`src/rtl/bridge_deadtime_pkg.sv`:
```
// Shared definitions for the H-bridge gate-drive stage: FSM states and the
// named switch patterns that the command-bus controller also uses.
package bridge_deadtime_pkg;

  typedef enum logic [1:0] {
    BR_OFF   = 2'd0,
    BR_DEAD  = 2'd1,
    BR_ON    = 2'd2,
    BR_FAULT = 2'd3
  } bridge_state_t;

  // Packed so that {top, bot} is the 8-bit pattern used throughout.
  typedef struct packed {
    logic [3:0] top;
    logic [3:0] bot;
  } pattern_t;

  localparam pattern_t PAT_PLUS    = '{top: 4'b0001, bot: 4'b0010};
  localparam pattern_t PAT_MINUS   = '{top: 4'b0010, bot: 4'b0001};
  localparam pattern_t PAT_PAUSE_P = '{top: 4'b0100, bot: 4'b1000};
  localparam pattern_t PAT_PAUSE_N = '{top: 4'b1000, bot: 4'b0100};

  function automatic logic is_shoot_through(input logic [3:0] t, input logic [3:0] b);
    return |(t & b);
  endfunction

endpackage

```
`src/rtl/bridge_deadtime.sv`:
```
// Gate-drive stage: break-before-make dead time, minimum on-time,
// shoot-through rejection and fault shutdown between controller and pins.
module bridge_deadtime
  import bridge_deadtime_pkg::*;
#(
  parameter int DEADTIME_CYC = 100,
  parameter int MIN_ON_CYC   = 500,
  parameter int CNT_W        = 16
) (
  input  logic       clk,
  input  logic       rstn,
  input  logic       fault,
  input  logic [3:0] req_top,
  input  logic [3:0] req_bot,
  output logic [3:0] top,
  output logic [3:0] bot,
  output logic       busy,
  output logic       active,
  output logic       illegal
);

  localparam logic [CNT_W-1:0] DEAD_LOAD = CNT_W'(DEADTIME_CYC - 1);
  localparam logic [CNT_W-1:0] ON_LOAD   = CNT_W'(MIN_ON_CYC - 1);
  localparam logic [CNT_W-1:0] CNT_ONE   = CNT_W'(1);

  // Whole FSM context in one struct so a checker can bind to r_q directly.
  typedef struct packed {
    bridge_state_t    state;
    logic [7:0]       tgt;
    logic [CNT_W-1:0] dcnt;
    logic [CNT_W-1:0] ocnt;
    logic             illegal;
  } regs_t;

  regs_t      r_q;
  regs_t      w_d;
  logic       w_shoot;
  logic [7:0] w_eff;
  logic [3:0] r_top, r_bot;
  logic       r_busy, r_active;

  assign w_shoot = is_shoot_through(req_top, req_bot);
  assign w_eff   = w_shoot ? 8'h00 : {req_top, req_bot};

  always_comb begin
    w_d = r_q;
    if (w_shoot) w_d.illegal = 1'b1;
    if (fault) begin
      w_d.state = BR_FAULT;
      w_d.tgt   = 8'h00;
      w_d.dcnt  = '0;
      w_d.ocnt  = '0;
    end else begin
      case (r_q.state)
        BR_OFF: begin
          if (w_eff != 8'h00) begin
            w_d.state = BR_DEAD;
            w_d.tgt   = w_eff;
            w_d.dcnt  = DEAD_LOAD;
          end
        end
        BR_DEAD: begin
          if (w_eff == 8'h00) begin
            w_d.state = BR_OFF;
            w_d.tgt   = 8'h00;
            w_d.dcnt  = '0;
          end else if (w_eff != r_q.tgt) begin
            w_d.tgt  = w_eff;
            w_d.dcnt = DEAD_LOAD;
          end else if (r_q.dcnt == '0) begin
            w_d.state = BR_ON;
            w_d.ocnt  = ON_LOAD;
          end else begin
            w_d.dcnt = r_q.dcnt - CNT_ONE;
          end
        end
        BR_ON: begin
          // Turn-off is never held back by the minimum on-time.
          if (w_eff == 8'h00) begin
            w_d.state = BR_OFF;
            w_d.tgt   = 8'h00;
            w_d.ocnt  = '0;
          end else if (w_eff != r_q.tgt && r_q.ocnt == '0) begin
            w_d.state = BR_DEAD;
            w_d.tgt   = w_eff;
            w_d.dcnt  = DEAD_LOAD;
          end else if (r_q.ocnt != '0) begin
            w_d.ocnt = r_q.ocnt - CNT_ONE;
          end
        end
        BR_FAULT: begin
          if (w_eff == 8'h00) w_d.state = BR_OFF;
        end
        default: begin
          w_d.state = BR_OFF;
          w_d.tgt   = 8'h00;
        end
      endcase
    end
  end

  always_ff @(posedge clk) begin
    if (!rstn) begin
      r_q      <= '{state: BR_OFF, tgt: 8'h00, dcnt: '0, ocnt: '0, illegal: 1'b0};
      r_top    <= 4'h0;
      r_bot    <= 4'h0;
      r_busy   <= 1'b0;
      r_active <= 1'b0;
    end else begin
      r_q      <= w_d;
      r_top    <= (w_d.state == BR_ON) ? w_d.tgt[7:4] : 4'h0;
      r_bot    <= (w_d.state == BR_ON) ? w_d.tgt[3:0] : 4'h0;
      r_busy   <= (w_d.state == BR_DEAD);
      r_active <= (w_d.state == BR_ON);
    end
  end

  assign top     = r_top;
  assign bot     = r_bot;
  assign busy    = r_busy;
  assign active  = r_active;
  assign illegal = r_q.illegal;

endmodule

```
`config.mk`:
```
export PLATFORM = sky130hd
export DESIGN_NAME = bridge_deadtime
export DESIGN_NICKNAME = d
export VERILOG_FILES = /design/src/rtl/bridge_deadtime_pkg.sv /design/src/rtl/bridge_deadtime.sv
export SDC_FILE = /design/constraint.sdc
export NUM_CORES = 1
export LEC_CHECK = 0
export ABC_AREA = 1
export CAP_MARGIN = 40
export CORE_MARGIN = 2
export CORE_UTILIZATION = 25
export CTS_BUF_LIST = sky130_fd_sc_hd__clkbuf_2
export DETAILED_ROUTE_END_ITERATION = 10
export SLEW_MARGIN = 20
export SYNTH_ARGS = -nofsm -noshare
export SYNTH_HDL_FRONTEND = slang
export SYNTH_SLANG_ARGS = --single-unit
```
`constraint.sdc`:
```
create_clock -name clk -period 3.9 [get_ports clk]
set_input_delay 0.78 -clock clk [delete_from_list [all_inputs] [get_ports clk]]
set_output_delay 0.78 -clock clk [all_outputs]
set_load 0.02 [all_outputs]
```
# [Yosys cells after proc, flatten, opt, wreduce, memory -nomap -nowiden]
# Cells that the tools add are included.
# Widths: inputs -> output; s select.
[word_totals] output_inout_bits=11 inputBits=11 register_bits=53
[classes] n_bitwise=2 reduce_logical=14 add_sub_neg=2 muxes=22 eq_ne=15
[ops] operator="$mux 16" count=9
[ops] operator="$mux 26" count=3
[ops] operator="$pmux 24 s3" count=1
[ops] operator="$mux 42" count=1
[ops] operator="$logic_not 16->1" count=2
[ops] operator="$pmux 16 s2" count=1
[ops] operator="$sub 16x1->16 const B" count=2
[ops] operator="$mux 8" count=2
[ops] operator="$reduce_bool 16->1" count=1
[ops] operator="$ne 2x2->1 const B" count=6
[ops] operator="$mux 10" count=1
[ops] operator="$logic_not 8->1" count=1
[ops] operator="$ne 8x8->1" count=1
[ops] operator="$pmux 2 s4" count=1
[ops] operator="$reduce_bool 8->1" count=1
[ops] operator="$eq 2x2->1 const B" count=3
[ops] operator="$mux 2" count=3
[ops] operator="$ne 3x3->1 const B" count=2
[ops] operator="$reduce_and 6->1" count=1
[ops] operator="$reduce_and 5->1" count=1
[ops] operator="$and 4x4->4" count=1
[ops] operator="$eq 2x1->1 const B" count=2
[ops] operator="$ne 4x4->1 const B" count=1
[ops] operator="$reduce_or 4->1" count=1
[ops] operator="other kinds (7)" count=7

# [Depth between registers and ports, before layout]
# Gate-level depths: netlist (run 1).
[depth] word_depth=11 depth_mapped=18

# [Least setup slack after synthesis (run 1)]
# Ideal clock, no wire load.
[synth_path] path_kind="input to register" startpoint="input port req_bot[2]" endpoint="register r_q[12] (netlist bit)" slack_ns=1.504 setup_ns=0.116 arrival_ns=2.281 path_stages=14 path_cell_list="nand2_1 -> nand2_1 -> nor2_2 -> buf_4 -> o21ai_1 -> nand2_1 -> nor2_4 -> buf_2 -> o21ai_1 -> o21ai_1 -> a21oi_2 -> buf_2 -> nand3_1 -> and3_1"
[synth_via] elab_chain_len=7 word_cells_on_any_way=13 cone_classes="eq/ne (5); mux (3); bitwise (1); reduce/logical (4)"
[synth_lines] element="start, declared" line="bridge_deadtime.sv:14" source="input logic [3:0] req_bot,"
[synth_lines] element="$and 4x4->4" line="bridge_deadtime_pkg.sv:24" source="return |(t & b);"
[synth_lines] element="$reduce_or 4->1" line="bridge_deadtime_pkg.sv:24"
[synth_lines] element="$mux 8 (*)" line="bridge_deadtime.sv:43" source="assign w_eff = w_shoot ? 8'h00 : {req_top, req_bot};"
[synth_lines] element="$ne 8x8->1" line="bridge_deadtime.sv:67, bridge_deadtime.sv:83"
[synth_lines] element="$logic_and 1x1->1" line="bridge_deadtime.sv:83" source="end else if (w_eff != r_q.tgt && r_q.ocnt == '0) begin"
[synth_lines] element="$ne 3x3->1 (no line)"
[synth_lines] element="$reduce_and 6->1 (no line)"
[synth_lines] element="end signal, assigned" line="bridge_deadtime.sv:104" source="r_q <= '{state: BR_OFF, tgt: 8'h00, dcnt: '0, ocnt: '0, illegal: 1'b0};"
[synth_lines] element="end signal, assigned" line="bridge_deadtime.sv:110" source="r_q <= w_d;"
[synth_lines] element="end, declared" line="bridge_deadtime.sv:35" source="regs_t r_q;"
# Mark *: on every way between the ends. The rest lies on a longest branch, timed or not.
# A chain may end at the register's enable or synchronous reset.

# [Final worst setup path (run 1)]
[layout_path] startpoint="input port req_bot[1]" endpoint="register r_q[25] (netlist bit)"
[layout_via] elab_chain_len=7 word_cells_on_any_way=15 cone_classes="eq/ne (5); mux (4); bitwise (1); reduce/logical (5)"
[layout_lines] element="$and 4x4->4" line="bridge_deadtime_pkg.sv:24"
[layout_lines] element="$reduce_or 4->1" line="bridge_deadtime_pkg.sv:24"
[layout_lines] element="$mux 8 (*)" line="bridge_deadtime.sv:43"
[layout_lines] element="$ne 8x8->1" line="bridge_deadtime.sv:67, bridge_deadtime.sv:83"
[layout_lines] element="$mux 16 / $logic_and 1x1->1 (equally long branches)" line="bridge_deadtime.sv:67, bridge_deadtime.sv:83"
[layout_lines] element="$mux 26 / $ne 2x2->1 (equally long branches)"
[layout_lines] element="$pmux 24 s3 / $reduce_and 5->1 (equally long branches)"
# Marks and branches as above.

==> impl_metrics.py, run 1 <==
metrics = {
    "outcome": {
        "status": "complete, no violations",
    },
    "final_layout": {
        "nets": 565,
        "diodes": 0,
        "layout.cells.non_filler": 727,
        "drive_gt1_frac": 0.05626,
        "fillers": 1452,
        "syn_to_final_growth_pct": 12.44,
    },
    "yosys": {
        "avgSynthCellArea_um2": 6.310,
        "yosysSeqAreaShare": 0.3149,
        "syn_nets": 549,
        "ys_ff_latch": 53,
        "ys_warn_count": 0,
        "syn_inst": 534,
        "post_synth_num_cell_types": 38,
        "post_synth_instance_area_mm2": 0.003369,
    },
    "clock_tree": {
        "tritoncts": "yes",
        "cts_made_buffers": 5,
        "post-cts-setup-buffers": 0,
        "cts.path.max_buffers": 2,
        "insertion_delay_ps": 480,
        "cts-hold-fix-buffers": 0,
        "cts_root_buf": "clkbuf_2",
        "clkTransAtPathRegs_ps": 290,
        "ctsHtreeMaxLevel": 2,
        "post_cts_resized": 0,
        "clock-sinks": 53,
    },
    "global_route": {
        "antenna_found_initial": 0,
        "grt_pass1_wl_um": 14320,
        "grt_max_degree": 27,
        "grt-ovfl-total": 0,
        "grt_pass1_vias": 3006,
        "grt_use_total": 0.1201,
    },
    "setup_path": {
        "r2r_setup_slack_ps": 1490,
        "crit_end": "r_q[25]",
        "arrival_ps": 3450,
        "cp-start-kind": "primary input",
        "reg2reg_from": "r_q[42]",
        "worst_path_max_delay_cell": "clkdlybuf4s50_1",
        "r2r_cells": 7,
        "r2r-end": "r_q[9]",
        "crit_chain": "clkdlybuf4s50_1 -> nand2_1 -> nand2_1 -> nor2_2 -> buf_4 -> nand2_1 -> nand2_1 -> nand2_1 -> nand2_1 -> nor2_4 -> nand2_4 -> nand2_4 -> o21ai_4 -> nand3_4 -> o21ai_0 -> nor2_1",
        "cp_data_required_time_ps": 4320,
        "worstSetupEndpointType": "flip-flop",
        "cpPeakStageDelay_ps": 490,
        "path_common_cell": "nand2_1",
        "setup.worst_path.class": "primary input to flip-flop",
        "startpoint": "req_bot[1]",
        "path_max_fanout": 26,
    },
    "detailed_routing": {
        "drt_wl_total_um": 8084,
        "vias": 3222,
        "routed_via_density": 4.432,
        "post_drt_wl_per_cell_um": 11.12,
        "first_pass_iters": 4,
        "ant_nets": 0,
        "drt-initial-drc-count": 247,
        "drcViolationCount": 0,
    },
    "floorplan": {
        "io_pins": 22,
        "num_rows": 42,
        "core_area_mm2": 0.01319,
        "start_util": 0.2555,
        "die_area_mm2": 0.01442,
        "fp.dieW_um": 120.1,
        "fp.dieH_um": 120.1,
    },
    "timing": {
        "clock.fmax_ghz": 0.3302,
        "rsz0062_at_grt": "no",
        "maxSlewHeadroom": 0.5617,
        "setup_tns_ps": 0,
        "clock_skew_ps": 31.35,
        "tightest_slew_ps": 655.1,
        "drv_slew": 0,
        "finalCritPeriodShare": 0.7766,
        "final-hold-violation-count": 0,
        "finalCriticalPeriod_ps": 3029,
        "setup_viol": 0,
    },
    "power_and_ir_drop": {
        "ir_drop_uv": 96.43,
        "powerDensity_mw_per_mm2": 374.2,
        "leakage_nw": 1.745,
    },
    "place": {
        "place_congestion": 0.8840,
        "dp_cells": 719,
        "detailed_place_hpwl_um": 5994,
        "io_buffer_count": 21,
    },
    "hold_path": {
        "hold_path_class": "flip-flop to flip-flop",
    },
    "flow_run": {
        "cap_viol_max_count": 0,
    },
}
[state kept, by name, summed over array words and instances (netlist names)]
signal,cells
illegal,1
top,4
active,1
busy,1
bot,4
r_q,42
[through the flow]
stage	power, W	util	hold WS (ps)	setup slack [ps]	instance area, µm²
2_1_floorplan	0.001069	-	456.6	1504	3369
3_3_place_gp	0.001187	0.2834	458.1	385.9	3739
3_5_place_dp	0.001184	0.2834	443.5	325.7	3739
4_1_cts	0.001436	0.2872	472.1	914.6	3789
5_1_grt	0.001544	0.2872	502.5	624.6	3789
6_report	0.001418	0.2872	467.9	871.1	3789
[how the worst min path moves through the flow]
| stage | startpoint | cells past startpoint | to | slack [ps] |
|---|---|---|---|---|
| 5_1_grt | illegal | 2 | illegal | 500 |
| 6_report | illegal | 2 | illegal | 470 |
| 3_5_place_dp | illegal | 2 | illegal | 440 |
| 3_3_place_gp | illegal | 2 | illegal | 460 |
| 2_1_floorplan | r_q[26] | 2 | r_q[26] | 460 |
| 4_1_cts | illegal | 2 | illegal | 470 |
[Yosys cell counts]
cell type	n	area [µm²]
a31oi_1	3	18.77
xnor2_1	3	26.28
nor2_4	4	45.04
o211ai_1	1	7.510
nor3_1	16	80.08
o21ai_0	25	125.1
nor2_1	72	270.3
o21bai_1	1	7.510
xor2_1	16	140.1
o31ai_1	1	7.510
a211oi_1	2	15.01
inv_1	76	285.3
nand2_1	130	488.0
buf_6	2	22.52
clkinv_1	2	7.510
clkbuf_1	7	26.28
nand4_4	1	21.27
nand4_1	11	68.82
nand2_4	2	22.52
o21ai_4	1	16.27
nor4_1	3	18.77
a21oi_2	1	8.760
inv_2	1	3.750
nor4_2	1	12.51
nand2_2	1	6.260
nand3_4	1	17.52
buf_4	3	22.52
a21oi_1	39	195.2
or2_2	2	12.51
ha_1	4	50.05
buf_2	4	20.02
o21ai_1	7	35.03
dfxtp_1	53	1061
or2_1	1	6.260
nor2_2	3	18.77
and3_1	3	18.77
nand3_2	1	10.01
nand3_1	30	150.1
[layout make-up]
| cell class | count | area (µm²) | share of cell area |
|---|---|---|---|
| Timing Repair Buffer | 25 | 240.2 | 0.06341 |
| Multi-Input combinational cell | 386 | 1921 | 0.5069 |
| Sequential cell | 53 | 1061 | 0.2801 |
| Clock buffer | 5 | 25.02 | 0.006605 |
| Tap cell | 176 | 220.2 | 0.05812 |
| Inverter | 79 | 296.5 | 0.07827 |
| Clock inverter | 3 | 25.02 | 0.006605 |
[report_power, final]
part / leakage (nW) / switching (W) / total [W] / internal [W]
registers: 0.431 / 0.0000247 / 0.000597 / 0.000573
clock network: 0.0296 / 0.000193 / 0.000241 / 0.0000478
logic: 1.28 / 0.000384 / 0.000580 / 0.000196
[cells in the final DEF, fill, tap and decap left out, types with 4 or more instances in the layout]
cell type        count
clkdlybuf4s50_1     21
o21ai_1              7
clkbuf_2             5
inv_1               76
o21ai_0             25
a21oi_1             39
dfxtp_1             53
nor3_1              16
ha_1                 4
nand3_1             30
nor2_4               4
buf_4                4
xor2_1              16
nand4_1             11
nand2_1            130
nor2_1              72
[logic make-up after synthesis]
family          synth area share
flops                     0.3149
compound gates            0.1296
simple gates              0.3762
xor+xnor                 0.04939
fa+ha+maj                0.01485
buf+inv                   0.1151
[layer usage]
metal | vias to the layer above | part of all wire | GRT usage
met5 | - | 0 | 0
met4 | 0 | 0.016 | 0.03676
met3 | 10 | 0.038 | 0.02186
met2 | 58 | 0.45 | 0.1950
met1 | 1422 | 0.49 | 0.1613
li1 | 1732 | - | -
[critical path, delay by kind of cell]
| kind | cells | cell delay [ps] |
|---|---|---|
| buffers and inverters | 2 | 730 |
| AOI/OAI and AO/OA | 2 | 490 |
| and+or+nand+nor | 12 | 1450 |
Note: power is estimated with default switching activity, not from simulation.
==> inputs of run 2 (changes only) <==
clock period = 2.5 ns   (was 3.9 ns; I/O delays follow)
==> impl_metrics.py, run 2 (same netlist as run 1, synthesis figures left out) <==
metrics = {
    "floorplan": {
        "die_area_mm2": 0.01442,
        "io_pins": 22,
        "num_rows": 42,
        "fp.dieH_um": 120.1,
        "core_area_mm2": 0.01319,
        "fp.dieW_um": 120.1,
        "start_util": 0.2555,
    },
    "setup_path": {
        "path_buf_inv": 5,
        "path_max_fanout": 12,
        "startpoint": "req_bot[3]",
        "cp_data_required_time_ps": 2900,
        "path_common_cell": "nand2_1",
        "crit_chain": "clkdlybuf4s50_1 -> nand2_1 -> nand2_1 -> nor2_2 -> buf_4 -> nand2_1 -> nand2_1 -> nand2_1 -> inv_1 -> nand2_1 -> nor2_4 -> nand2_4 -> buf_4 -> inv_1 -> nand2_1 -> nor3_1 -> nand3_1 -> a21oi_1",
        "cp-start-kind": "primary input",
        "cpPeakStageDelay_ps": 430,
        "arrival_ps": 2700,
        "worst_path_max_delay_cell": "clkdlybuf4s50_1",
        "setup.worst_path.class": "primary input to flip-flop",
        "r2r_setup_slack_ps": 300,
        "worstSetupEndpointType": "flip-flop",
        "crit_family": "simple AND/OR/NAND/NOR gates",
        "reg2reg_from": "r_q[9]",
    },
    "final_layout": {
        "largest_register_ffs": 42,
        "nets": 607,
        "regMostFlops": "r_q",
        "final_common_cell": "nand2_1",
        "final_cell_mix": "130 x nand2_1, 76 x inv_1, 72 x nor2_1",
        "syn_to_final_growth_pct": 23.39,
        "drive_gt1_frac": 0.1231,
    },
    "place": {
        "place_congestion": 0.8860,
        "io_buffer_count": 21,
        "detailed_place_hpwl_um": 6419,
    },
    "global_route": {
        "grt_use_total": 0.1235,
        "grt_pass1_vias": 3183,
        "grt_max_degree": 21,
        "antenna_found_initial": 1,
        "grt-ovfl-total": 0,
        "grt_pass1_wl_um": 14730,
    },
    "detailed_routing": {
        "ant_nets": 0,
        "drcViolationCount": 0,
        "drt_wl_total_um": 8349,
        "vias": 3347,
        "first_pass_iters": 6,
        "routed_via_density": 4.347,
        "drt-initial-drc-count": 262,
        "post_drt_wl_per_cell_um": 10.84,
    },
    "power_and_ir_drop": {
        "ir_drop_uv": 202.7,
        "leakage_nw": 1.965,
        "powerDensity_mw_per_mm2": 580.5,
        "total_power_w": 0.002413,
    },
    "outcome": {
        "status": "complete, no violations",
    },
    "timing": {
        "hold_slack_ps": 470.6,
        "maxSlewHeadroom": 0.5945,
        "final-hold-violation-count": 0,
        "tightest_slew_ps": 602.7,
        "setup_viol": 0,
        "clock.fmax_ghz": 0.4342,
        "finalCriticalPeriod_ps": 2303,
        "drv_slew": 0,
        "clock_skew_ps": 6.680,
        "finalCritPeriodShare": 0.9213,
        "rsz0062_at_grt": "yes",
    },
    "hold_path": {
        "hold_path_class": "flip-flop to flip-flop",
        "holdCritStartpoint": "illegal",
    },
    "clock_tree": {
        "cts.path.max_buffers": 2,
        "tritoncts": "yes",
        "clkTransAtPathRegs_ps": 280,
        "cts_made_buffers": 5,
        "insertion_delay_ps": 440,
        "cts-hold-fix-buffers": 0,
        "ctsHtreeMaxLevel": 2,
        "cts_root_buf": "clkbuf_2",
        "clock-sinks": 53,
    },
    "flow_run": {
        "cap_viol_max_count": 0,
    },
}
[run 2: cell count changes in the layout (fill, tap and decap cells not counted), sizes merged]
cell      delta
buf         +42
clkinvlp     -1
diode        +1
bufinv       +1
[run 2: worst min-delay path, stage by stage (launching register included)]
cell and delay (ps):
dfxtp_1 380, inv_1 50, a21oi_1 50
[run 2: layout make-up]
class                   instances  area (µm²)
repair buffers                 67       580.6
clock inverters                 3       43.79
flip-flops and latches         53        1061
fillers                      1434        9032
clock buffers                   5       25.02
well taps                     176       220.2
inverters                      79       296.5
multi-input cells             386        1928
diodes                          1       2.502
[run 2: power by group]
group,switching [W],internal [W]
Sequential,0.0000383,0.000893
Combinational,0.000622,0.000403
Clock,0.000285,0.000171
Total,0.000946,0.00147
[run 2: through the flow]
| stage | setup TNS, ps | area (µm²) | setup WS [ps] | utilization | std cells |
|---|---|---|---|---|---|
| floorplan | 0 | 3369 | 383.5 | - | 534 |
| global placement | -9870 | 4079 | -331.1 | 0.3092 | 761 |
| detailed placement | -9032 | 4079 | -286.7 | 0.3092 | 761 |
| CTS | 0 | 4148 | 199.3 | 0.3145 | 769 |
| global route | -7.439 | 4158 | -7.439 | 0.3152 | 770 |
| finish | 0 | 4158 | 196.7 | 0.3152 | 770 |
[run 2: path summary, 6_finish.rpt]
| path | to | cells after the start |
|---|---|---|
| max | r_q[30] | 18 |
| min | illegal | 2 |
| max reg2reg | bot[0] | 14 |
| min reg2reg | illegal | 2 |
[run 2: per-layer routing]
layer | wire length, µm | track usage | vias to the layer above
li1 | - | - | 1814
met1 | 4194 | 0.1656 | 1481
met2 | 3801 | 0.2060 | 46
met3 | 267 | 0.02091 | 6
met4 | 86 | 0.02941 | 0
met5 | 0 | 0 | -
[run 2: timing repair]
| item | 4_1_cts | 5_1_grt |
|---|---|---|
| resized for setup | 0 | 1 |
| hold endpoints to repair | 0 | 0 |
| setup buffers | 0 | 0 |
| endpoints found under the setup margin | 0 | 4 |
